<file path="src/rtl/inst_encode_loader.sv">
// Instruction encoder and program loader.
// Packs field bundles (type, opcode, registers, immediate) into 9-bit instruction
// words and writes them to consecutive instruction-memory addresses. Bundles whose
// fields fall outside the encodable range are rejected and counted, never written.
//
//  state  | meaning
//  S_RUN  | accepting bundles, memory not yet full
//  S_FULL | DEPTH words written; bundles are held off until clear
module inst_encode_loader #(
    parameter int ADDR_W = 5
) (
    input  logic              clk,
    input  logic              reset,
    input  logic              clear,
    input  logic              in_valid,
    output logic              in_ready,
    input  logic              ritype,
    input  logic [2:0]        rop,
    input  logic [1:0]        iop,
    input  logic [2:0]        rs,
    input  logic [2:0]        rt,
    input  logic [7:0]        imm,
    input  logic              shift_dir,
    output logic              imem_we,
    output logic [ADDR_W-1:0] imem_addr,
    output logic [8:0]        imem_wdata,
    output logic [ADDR_W:0]   count,
    output logic              full,
    output logic              illegal,
    output logic [7:0]        err_count
);

    localparam int DEPTH = 2 ** ADDR_W;
    localparam logic [ADDR_W:0] LAST_CNT = (ADDR_W + 1)'(DEPTH - 1);

    typedef enum logic {
        S_RUN  = 1'b0,
        S_FULL = 1'b1
    } state_t;

    state_t              state_q;
    logic                imem_we_q;
    logic [ADDR_W-1:0]   imem_addr_q;
    logic [8:0]          imem_wdata_q;
    logic [ADDR_W:0]     count_q;
    logic                full_q;
    logic                illegal_q;
    logic [7:0]          err_count_q;

    logic [8:0]          enc_d;
    logic                legal_d;
    logic                xfer;

    // Field packing and range check; unused fields of each format are ignored.
    always_comb begin
        enc_d   = 9'h000;
        legal_d = 1'b0;
        if (!ritype) begin
            case (rop)
                3'b100: begin
                    enc_d   = {1'b0, rop, rs[1:0], rt};
                    legal_d = (rs[2] == 1'b0);
                end
                3'b101: begin
                    enc_d   = {1'b0, rop, rs, shift_dir, imm[0]};
                    legal_d = (imm[7:1] == 7'd0);
                end
                3'b111: begin
                    enc_d   = {1'b0, rop, imm[4:0]};
                    legal_d = (imm[7:5] == 3'd0);
                end
                default: begin
                    enc_d   = {1'b0, rop, rs, rt[1:0]};
                    legal_d = (rt[2] == 1'b0);
                end
            endcase
        end else if (!iop[1]) begin
            enc_d   = {1'b1, iop, rs, imm[2:0]};
            legal_d = (imm[7:3] == 5'd0);
        end else begin
            enc_d   = {1'b1, iop, rs[0], imm[4:0]};
            legal_d = (rs[2:1] == 2'd0) && (imm[7:5] == 3'd0);
        end
    end

    // Handshake: clear blocks acceptance in its own cycle.
    always_comb begin
        in_ready = (state_q == S_RUN) && !clear;
        xfer     = in_valid && in_ready;
    end

    // Loader FSM with registered strobe, address, data, counters and flags.
    always_ff @(posedge clk) begin
        if (reset) begin
            state_q      <= S_RUN;
            imem_we_q    <= 1'b0;
            imem_addr_q  <= '0;
            imem_wdata_q <= 9'h000;
            count_q      <= '0;
            full_q       <= 1'b0;
            illegal_q    <= 1'b0;
            err_count_q  <= 8'd0;
        end else if (clear) begin
            state_q     <= S_RUN;
            imem_we_q   <= 1'b0;
            count_q     <= '0;
            full_q      <= 1'b0;
            illegal_q   <= 1'b0;
            err_count_q <= 8'd0;
        end else begin
            imem_we_q <= 1'b0;
            illegal_q <= 1'b0;
            if (xfer) begin
                if (legal_d) begin
                    imem_we_q    <= 1'b1;
                    imem_addr_q  <= count_q[ADDR_W-1:0];
                    imem_wdata_q <= enc_d;
                    count_q      <= count_q + (ADDR_W + 1)'(1);
                    if (count_q == LAST_CNT) begin
                        state_q <= S_FULL;
                        full_q  <= 1'b1;
                    end
                end else begin
                    illegal_q <= 1'b1;
                    if (err_count_q != 8'hFF) begin
                        err_count_q <= err_count_q + 8'd1;
                    end
                end
            end
        end
    end

    assign imem_we    = imem_we_q;
    assign imem_addr  = imem_addr_q;
    assign imem_wdata = imem_wdata_q;
    assign count      = count_q;
    assign full       = full_q;
    assign illegal    = illegal_q;
    assign err_count  = err_count_q;

endmodule

</file>
<file path="config.mk">
export PLATFORM = sky130hd
export DESIGN_NAME = inst_encode_loader
export DESIGN_NICKNAME = d
export VERILOG_FILES = /design/src/rtl/inst_encode_loader.sv
export SDC_FILE = /design/constraint.sdc
export NUM_CORES = 1
export LEC_CHECK = 0
export ABC_CLOCK_PERIOD_IN_PS = 6200
export CAP_MARGIN = 20
export CORE_UTILIZATION = 45
export CTS_CLUSTER_DIAMETER = 200
export DETAILED_ROUTE_END_ITERATION = 7
export PLACE_DENSITY = 0.84
export SLEW_MARGIN = 15
export SYNTH_ARGS = -nofsm -noshare
export SYNTH_HDL_FRONTEND = slang
export SYNTH_SLANG_ARGS = --single-unit
</file>
<file path="constraint.sdc">
create_clock -name clk -period 6.2 [get_ports clk]
set_input_delay 0.62 -clock clk [delete_from_list [all_inputs] [get_ports clk]]
set_output_delay 0.62 -clock clk [all_outputs]
set_load 0.02 [all_outputs]
</file>
==> results of run 1 <==
-- final cells by class --
class	count	area share (%)
timing repair buffer	57	24.5
sequential	31	26.7
inverter	5	0.808
clock buffer	6	3.56
clock inverter	2	1.51
tap	46	2.48
multi-input combinational	154	40.5
-- registers in the layout, indices dropped and copies added, names as in the netlist --
signal      flops
full            1
count           6
err_count       8
illegal         1
imem_we         1
imem_addr       5
imem_wdata      9
-- where the power goes --
group	total, mW	leakage (nW)	switching (mW)	internal [mW]
combinational	0.0671	0.487	0.0370	0.0301
sequential	0.203	0.250	0.00146	0.202
clock	0.205	0.0612	0.0750	0.130
total	0.475	0.798	0.113	0.362
-- routing by layer --
metal	track usage [%]	vias to the layer above
met3	6.75	4
met2	38.2	55
met5	0	-
li1	-	882
met1	27.0	782
met4	8.43	0
-- layout by cell type (no fill, tap or decap), drive strengths merged, types with 2 or more instances in the layout --
master and instances:
dfxtp 31, clkdlybuf4s50 56, o31ai 5, a31oi 3
ha 2, or3 6, o211ai 2, or4 7
nand3 9, inv 5, nand4 6, mux2i 5
a211oi 3, o21ai 19, nor3 6, clkbuf 6
a22oi 2, nor2b 2, o22ai 2, a21oi 25
and2 4, a21o 2, nor2 8, nand2 15
-- worst max-delay path by stage --
stage | from | end | slack [ps] | depth (start not counted)
2_1_floorplan | imm[4] | count[3] | 3620 | 6
3_3_place_gp | imm[4] | count[3] | 2850 | 6
3_5_place_dp | imm[4] | count[5] | 2790 | 6
4_1_cts | imm[4] | count[5] | 3060 | 6
5_1_grt | imm[4] | count[5] | 2900 | 6
6_report | imm[4] | count[5] | 3040 | 6
-- cells in the mapped netlist, drive strengths merged (5+ instances only) --
cell | instances | area share (%)
nor2 | 8 | 1.8
or4 | 7 | 3.2
dfxtp | 31 | 37
nor3 | 6 | 1.8
nand3 | 9 | 2.7
nand2 | 15 | 3.4
nand4 | 6 | 2.3
o31ai | 5 | 2.3
a21oi | 25 | 7.6
or3 | 6 | 2.3
mux2i | 5 | 3.0
inv | 5 | 1.1
clkbuf | 14 | 3.2
o21ai | 19 | 5.7
-- logic make-up (layout without fill, tap and decap cells) --
group           count (synthesis)  in the layout
buf+inv                        23             70
mux                             5              5
flops                          31             31
compound gates                 76             76
simple gates                   71             71
fa+ha+maj                       2              2
-- worst max-delay path: cells and delay by family --
kind            cells  cell delay [ps]
simple gates        2             1160
compound gates      3             1110
buf+inv             1              480
==> impl_metrics.csv, run 1 <==
group,metric,value,unit
outcome,status,"completed",
setup_path,r2r_cells,5,
route,top_layer,"met4",
setup_path,worstSetupPathType,"primary input to register",
power,power.total,0.475,mW
timing,fin_setup_tns,0,ps
grt,grt_pass1_wl,7130,um
setup_path,arrival,3380,ps
timing,rsz0062_at_grt,"no",
logic_synthesis,synth-simple-area-share,23.3,%
grt,grt_max_degree,29,
clock_network,numCtsBuffers,5,
logic_synthesis,avgSynthCellArea,7.96,um2
die,dieArea,3930,um2
route,drc,0,
layout,drive_gt1_share,3.92,%
logic_synthesis,synth_fa_ha_area_share,1.51,%
layout,design_area,2320,um2
grt,grt_pass1_vias,1613,
setup_path,critPathMaxStageDelay,610,ps
grt,grt_antenna_before_repair,0,
route,totalWireLength,4040,um
hold_path,hp-class,"register to register",
route,firstDrtPassIters,4,
logic_synthesis,synth_area,1660,um2
logic_synthesis,yosysWarningCount,0,
die,rows,21,
placed_design,gp_congestion,0.794,
setup_path,start_kind,"primary input",
logic_synthesis,synth_edf_count,0,
power,p_leak,0.798,nW
clock_network,cts.repair.resized,0,
setup_path,crit_top_cell,"or4_1",
power,ir_drop,110,uV
layout,final_nets,281,
timing,tightest_slew,844,ps
clock_network,cts_tree,"built",
timing,fin_crit,3160,ps
route,vias,1723,
job,max_cap_viol_count,0,
route,wl_met2,1960,um
logic_synthesis,yosys.cell_types.count,47,
clock_network,postCtsSetupBuffers,0,
clock_network,cts_hold_buffers,0,
setup_path,crit_chain,"clkdlybuf4s50_1, or4_1, a2111o_1, o221a_1, or4_1, a21oi_1",
route,ant_nets,0,
setup_path,reg2reg_slack,4090,ps
logic_synthesis,synth-async-reset-ratio,0,%
placed_design,port_buffers,56,
logic_synthesis,synth-compound-area-share,28.9,%
clock_network,insertion_delay,290,ps
timing,max_freq,0.316,GHz
route,wl_met1,1830,um
placed_design,dp_slack,2790,ps
logic_synthesis,synth_top_family_by_area,"compound AO/OA/AOI/OAI gates",
setup_path,reg2reg_from,"full",
clock_network,cts_sinks,31,
layout,regArea,621,um2
setup_path,path_max_fanout,28,
placed_design,dp.cells,293,
clock_network,clock_path_buffers,2,
route,wl_met3,198,um
layout,area_delta_synth_final,40.2,%
layout,multiInputGateArea,940,um2
layout,n_antenna_cell,0,
route,avgViaCountPerCell,5.72,
setup_path,endpoint_kind,"register",
timing,slew_viol_final,0,
logic_synthesis,synthXorXnorAreaFrac,0,%
setup_path,slowest_stage,"or4_1",
setup_path,worstReg2RegEnd,"err_count[4]",
logic_synthesis,syn_nets,235,
hold_path,hp-start,"imem_wdata[4]",
clock_network,clk_pin_slew,60,ps
grt,track_usage,22.7,%
logic_synthesis,synth_cells,208,
die,fp.dieW,62.7,um
logic_synthesis,ys_seq_area_share,37.5,%
timing,setup_ws,3040,ps
timing,hold_viol_final,0,
layout,final_util,67.5,%
route,drt_iter0_drc,158,
timing,finClkSkew,3.12,ps
placed_design,placed_area,2200,um2
logic_synthesis,synth_ff_type,"dfxtp_1",
grt,grt.overflow.total,0,
timing,fin_crit_sh,51.0,%
logic_synthesis,synth-seq-cells,31,
setup_path,crit_required,6410,ps
die,die_y,62.7,um
die,coreArea,3440,um2
route,route.detailed.wl_per_inst,13.4,um
timing,setup_violations,0,
timing,slew-limit-headroom,43.7,%
hold_path,worstHoldEndpoint,"imem_wdata[4]",
placed_design,dpl.hpwl,2780,um
layout,final_cell_count_no_fill,301,
clock_network,htreeDepth,2,
clock_network,root_buffer,"clkbuf_8",
die,start_util,48.1,%
logic_synthesis,synth_mux_area_share,3.02,%
power,cellPowerDensity,205,nW/um2
layout,nFillCells,289,
hold_path,holdPathStages,2,
die,io_pins,57,
timing,holdWs,474,ps
Power figures use the tool's default switching activity.
==> inputs of run 2 (changes only) <==
--- a/config.mk
+++ b/config.mk
@@ -5,12 +5,12 @@
 export SDC_FILE = /design/constraint.sdc
 export NUM_CORES = 1
 export LEC_CHECK = 0
-export ABC_CLOCK_PERIOD_IN_PS = 6200
+export ABC_CLOCK_PERIOD_IN_PS = 2700
 export CAP_MARGIN = 20
-export CORE_UTILIZATION = 45
+export CORE_UTILIZATION = 41
 export CTS_CLUSTER_DIAMETER = 200
 export DETAILED_ROUTE_END_ITERATION = 7
-export PLACE_DENSITY = 0.84
+export PLACE_DENSITY = 0.8
 export SLEW_MARGIN = 15
 export SYNTH_ARGS = -nofsm -noshare
 export SYNTH_HDL_FRONTEND = slang
==> constraint.sdc (replaced) <==
create_clock -name clk -period 2.7 [get_ports clk]
set_input_delay 0.27 -clock clk [delete_from_list [all_inputs] [get_ports clk]]
set_output_delay 0.27 -clock clk [all_outputs]
set_load 0.02 [all_outputs]
==> run 2 against run 1 <==
Compared with the run above: sequential share of layout area down 0.88 points; clock power up 67%; flip-flop and latch count unchanged; critical endpoint is now count[2].
==> impl_metrics.csv, run 2 (same netlist as run 1, synthesis figures left out) <==
group,metric,value,unit
layout,drive_gt1_share,8.52,%
layout,largest_reg_flops,9,
power,power.switching,0.255,mW
route,ant_nets,0,
power,p_leak,0.851,nW
layout,layout_commonest_cell,"clkdlybuf4s50_1",
grt,grt_max_degree,25,
die,start_util,43.9,%
grt,track_usage,21.1,%
layout,area_delta_synth_final,44.9,%
grt,grt_pass1_vias,1533,
timing,tightest_slew,359,ps
clock_network,cts.repair.resized,0,
hold_path,hp-class,"register to register",
route,drc,0,
power,p_sw_share,26.0,%
placed_design,dpl.hpwl,3210,um
timing,slew-limit-headroom,76.0,%
timing,finClkSkew,5.50,ps
setup_path,slowest_stage,"or4_1",
clock_network,clk_pin_slew,60,ps
route,firstDrtPassIters,4,
route,vias,1824,
layout,nFillCells,338,
timing,fin_crit,2450,ps
outcome,status,"completed",
clock_network,cts_tree,"built",
power,cellPowerDensity,410,nW/um2
die,io_pins,57,
layout,final_nets,296,
power,seqPwrFrac,47.5,%
setup_path,crit_chain,"clkdlybuf4s50_1, or4_1, a2111o_1, o221a_1, buf_4, or3_1, a21oi_1",
timing,rsz0062_at_grt,"no",
clock_network,insertion_delay,280,ps
setup_path,worstSetupPathType,"primary input to register",
power,clkPwrFrac,34.9,%
route,drt_iter0_drc,138,
setup_path,arrival,2660,ps
route,route.detailed.wl_per_inst,13.4,um
timing,fin_crit_sh,90.7,%
timing,hold_viol_final,0,
die,dieArea,4300,um2
die,fp.dieW,65.6,um
clock_network,numCtsBuffers,5,
clock_network,postCtsSetupBuffers,0,
setup_path,start_kind,"primary input",
clock_network,htreeDepth,2,
clock_network,root_buffer,"clkbuf_8",
grt,grt_pass1_wl,6930,um
grt,grt.overflow.total,0,
setup_path,critPathMaxStageDelay,530,ps
layout,final_cell_mix,"clkdlybuf4s50_1 (56), dfxtp_1 (31), a21oi_1 (25)",
timing,setup_ws,251,ps
placed_design,port_buffers,56,
route,totalWireLength,4260,um
power,p_comb_share,17.7,%
grt,grt_antenna_before_repair,0,
power,ir_drop,163,uV
setup_path,crit_required,2910,ps
clock_network,clock_path_buffers,2,
die,coreArea,3770,um2
route,avgViaCountPerCell,5.74,
timing,max_freq,0.408,GHz
clock_network,cts_hold_buffers,0,
timing,setup_violations,0,
die,die_y,65.6,um
setup_path,endpoint_kind,"register",
layout,n_antenna_cell,0,
timing,slew_viol_final,0,
job,max_cap_viol_count,0,
power,p_int,0.728,mW
placed_design,dp_slack,-9.72,ps
timing,fin_setup_tns,0,ps
die,rows,22,
placed_design,gp_congestion,0.835,
clock_network,cts_sinks,31,
setup_path,path_max_fanout,14,
run 2: changes by cell type in the layout (fill, tap and decap cells not counted):
cell / previous run / this run
clkbuf_1: 0 / 2
clkbuf_8: 6 / 5
buf_4: 1 / 16
bufinv_16: 1 / 0
run 2: area by class of cell:
type / instances / area, um2 / share of cell area (%)
clock inverters: 1 / 5.00 / 0.208
inverters: 5 / 18.8 / 0.782
flip-flops and latches: 31 / 621 / 25.8
well taps: 48 / 60.1 / 2.50
repair buffers: 72 / 681 / 28.3
clock buffers: 7 / 76.3 / 3.18
multi-input cells: 154 / 940 / 39.1
run 2: power by group through the flow:
stage | clock network [mW] | registers (mW) | logic [mW]
2_1_floorplan | 0 | 0.484 | 0.0821
3_3_place_gp | 0 | 0.477 | 0.170
3_5_place_dp | 0 | 0.477 | 0.173
4_1_cts | 0.351 | 0.467 | 0.174
5_1_grt | 0.374 | 0.467 | 0.189
6_report | 0.343 | 0.467 | 0.174
run 2: final timing paths:
| kind | to | start | cells after the start | slack [ps] |
|---|---|---|---|---|
| min | imem_wdata[8] | imem_wdata[8] | 2 | 470 |
| max reg2reg | err_count[7] | err_count[0] | 6 | 810 |
| min reg2reg | imem_wdata[8] | imem_wdata[8] | 2 | 470 |
| max | count[2] | imm[4] | 7 | 250 |
run 2: stage by stage:
stage | area [um2] | power [mW] | hold WS (ps) | std cells | util, %
6_report | 2400 | 0.984 | 472 | 318 | 63.7
5_1_grt | 2400 | 1.03 | 487 | 318 | 63.7
4_1_cts | 2400 | 0.991 | 471 | 318 | 63.7
3_5_place_dp | 2320 | 0.650 | 458 | 310 | 61.5
3_3_place_gp | 2320 | 0.647 | 463 | 310 | 61.5
2_1_floorplan | 1660 | 0.566 | 505 | 208 | -
run 2: critical path, delay by kind of cell:
| kind | cells | cell delay, ps |
|---|---|---|
| AOI/OAI and AO/OA | 3 | 890 |
| and+or+nand+nor | 2 | 880 |
| buffers and inverters | 2 | 620 |
run 2: per-layer routing:
metal / track usage [%] / up-vias / part of all wire (%)
li1: - / 908 / -
met1: 25.2 / 834 / 42
met2: 35.6 / 71 / 50
met3: 4.17 / 11 / 5.3
met4: 10.6 / 0 / 2.7
met5: 0 / - / 0
==> inputs of run 3 (changes only) <==
--- a/config.mk
+++ b/config.mk
@@ -10,6 +10,7 @@
 export CORE_UTILIZATION = 41
 export CTS_CLUSTER_DIAMETER = 200
 export DETAILED_ROUTE_END_ITERATION = 7
+export HOLD_SLACK_MARGIN = 0.1
 export PLACE_DENSITY = 0.8
 export SLEW_MARGIN = 15
 export SYNTH_ARGS = -nofsm -noshare
==> results of run 3 <==
The final DEF is identical to that of run 2; final timing and power are the same.
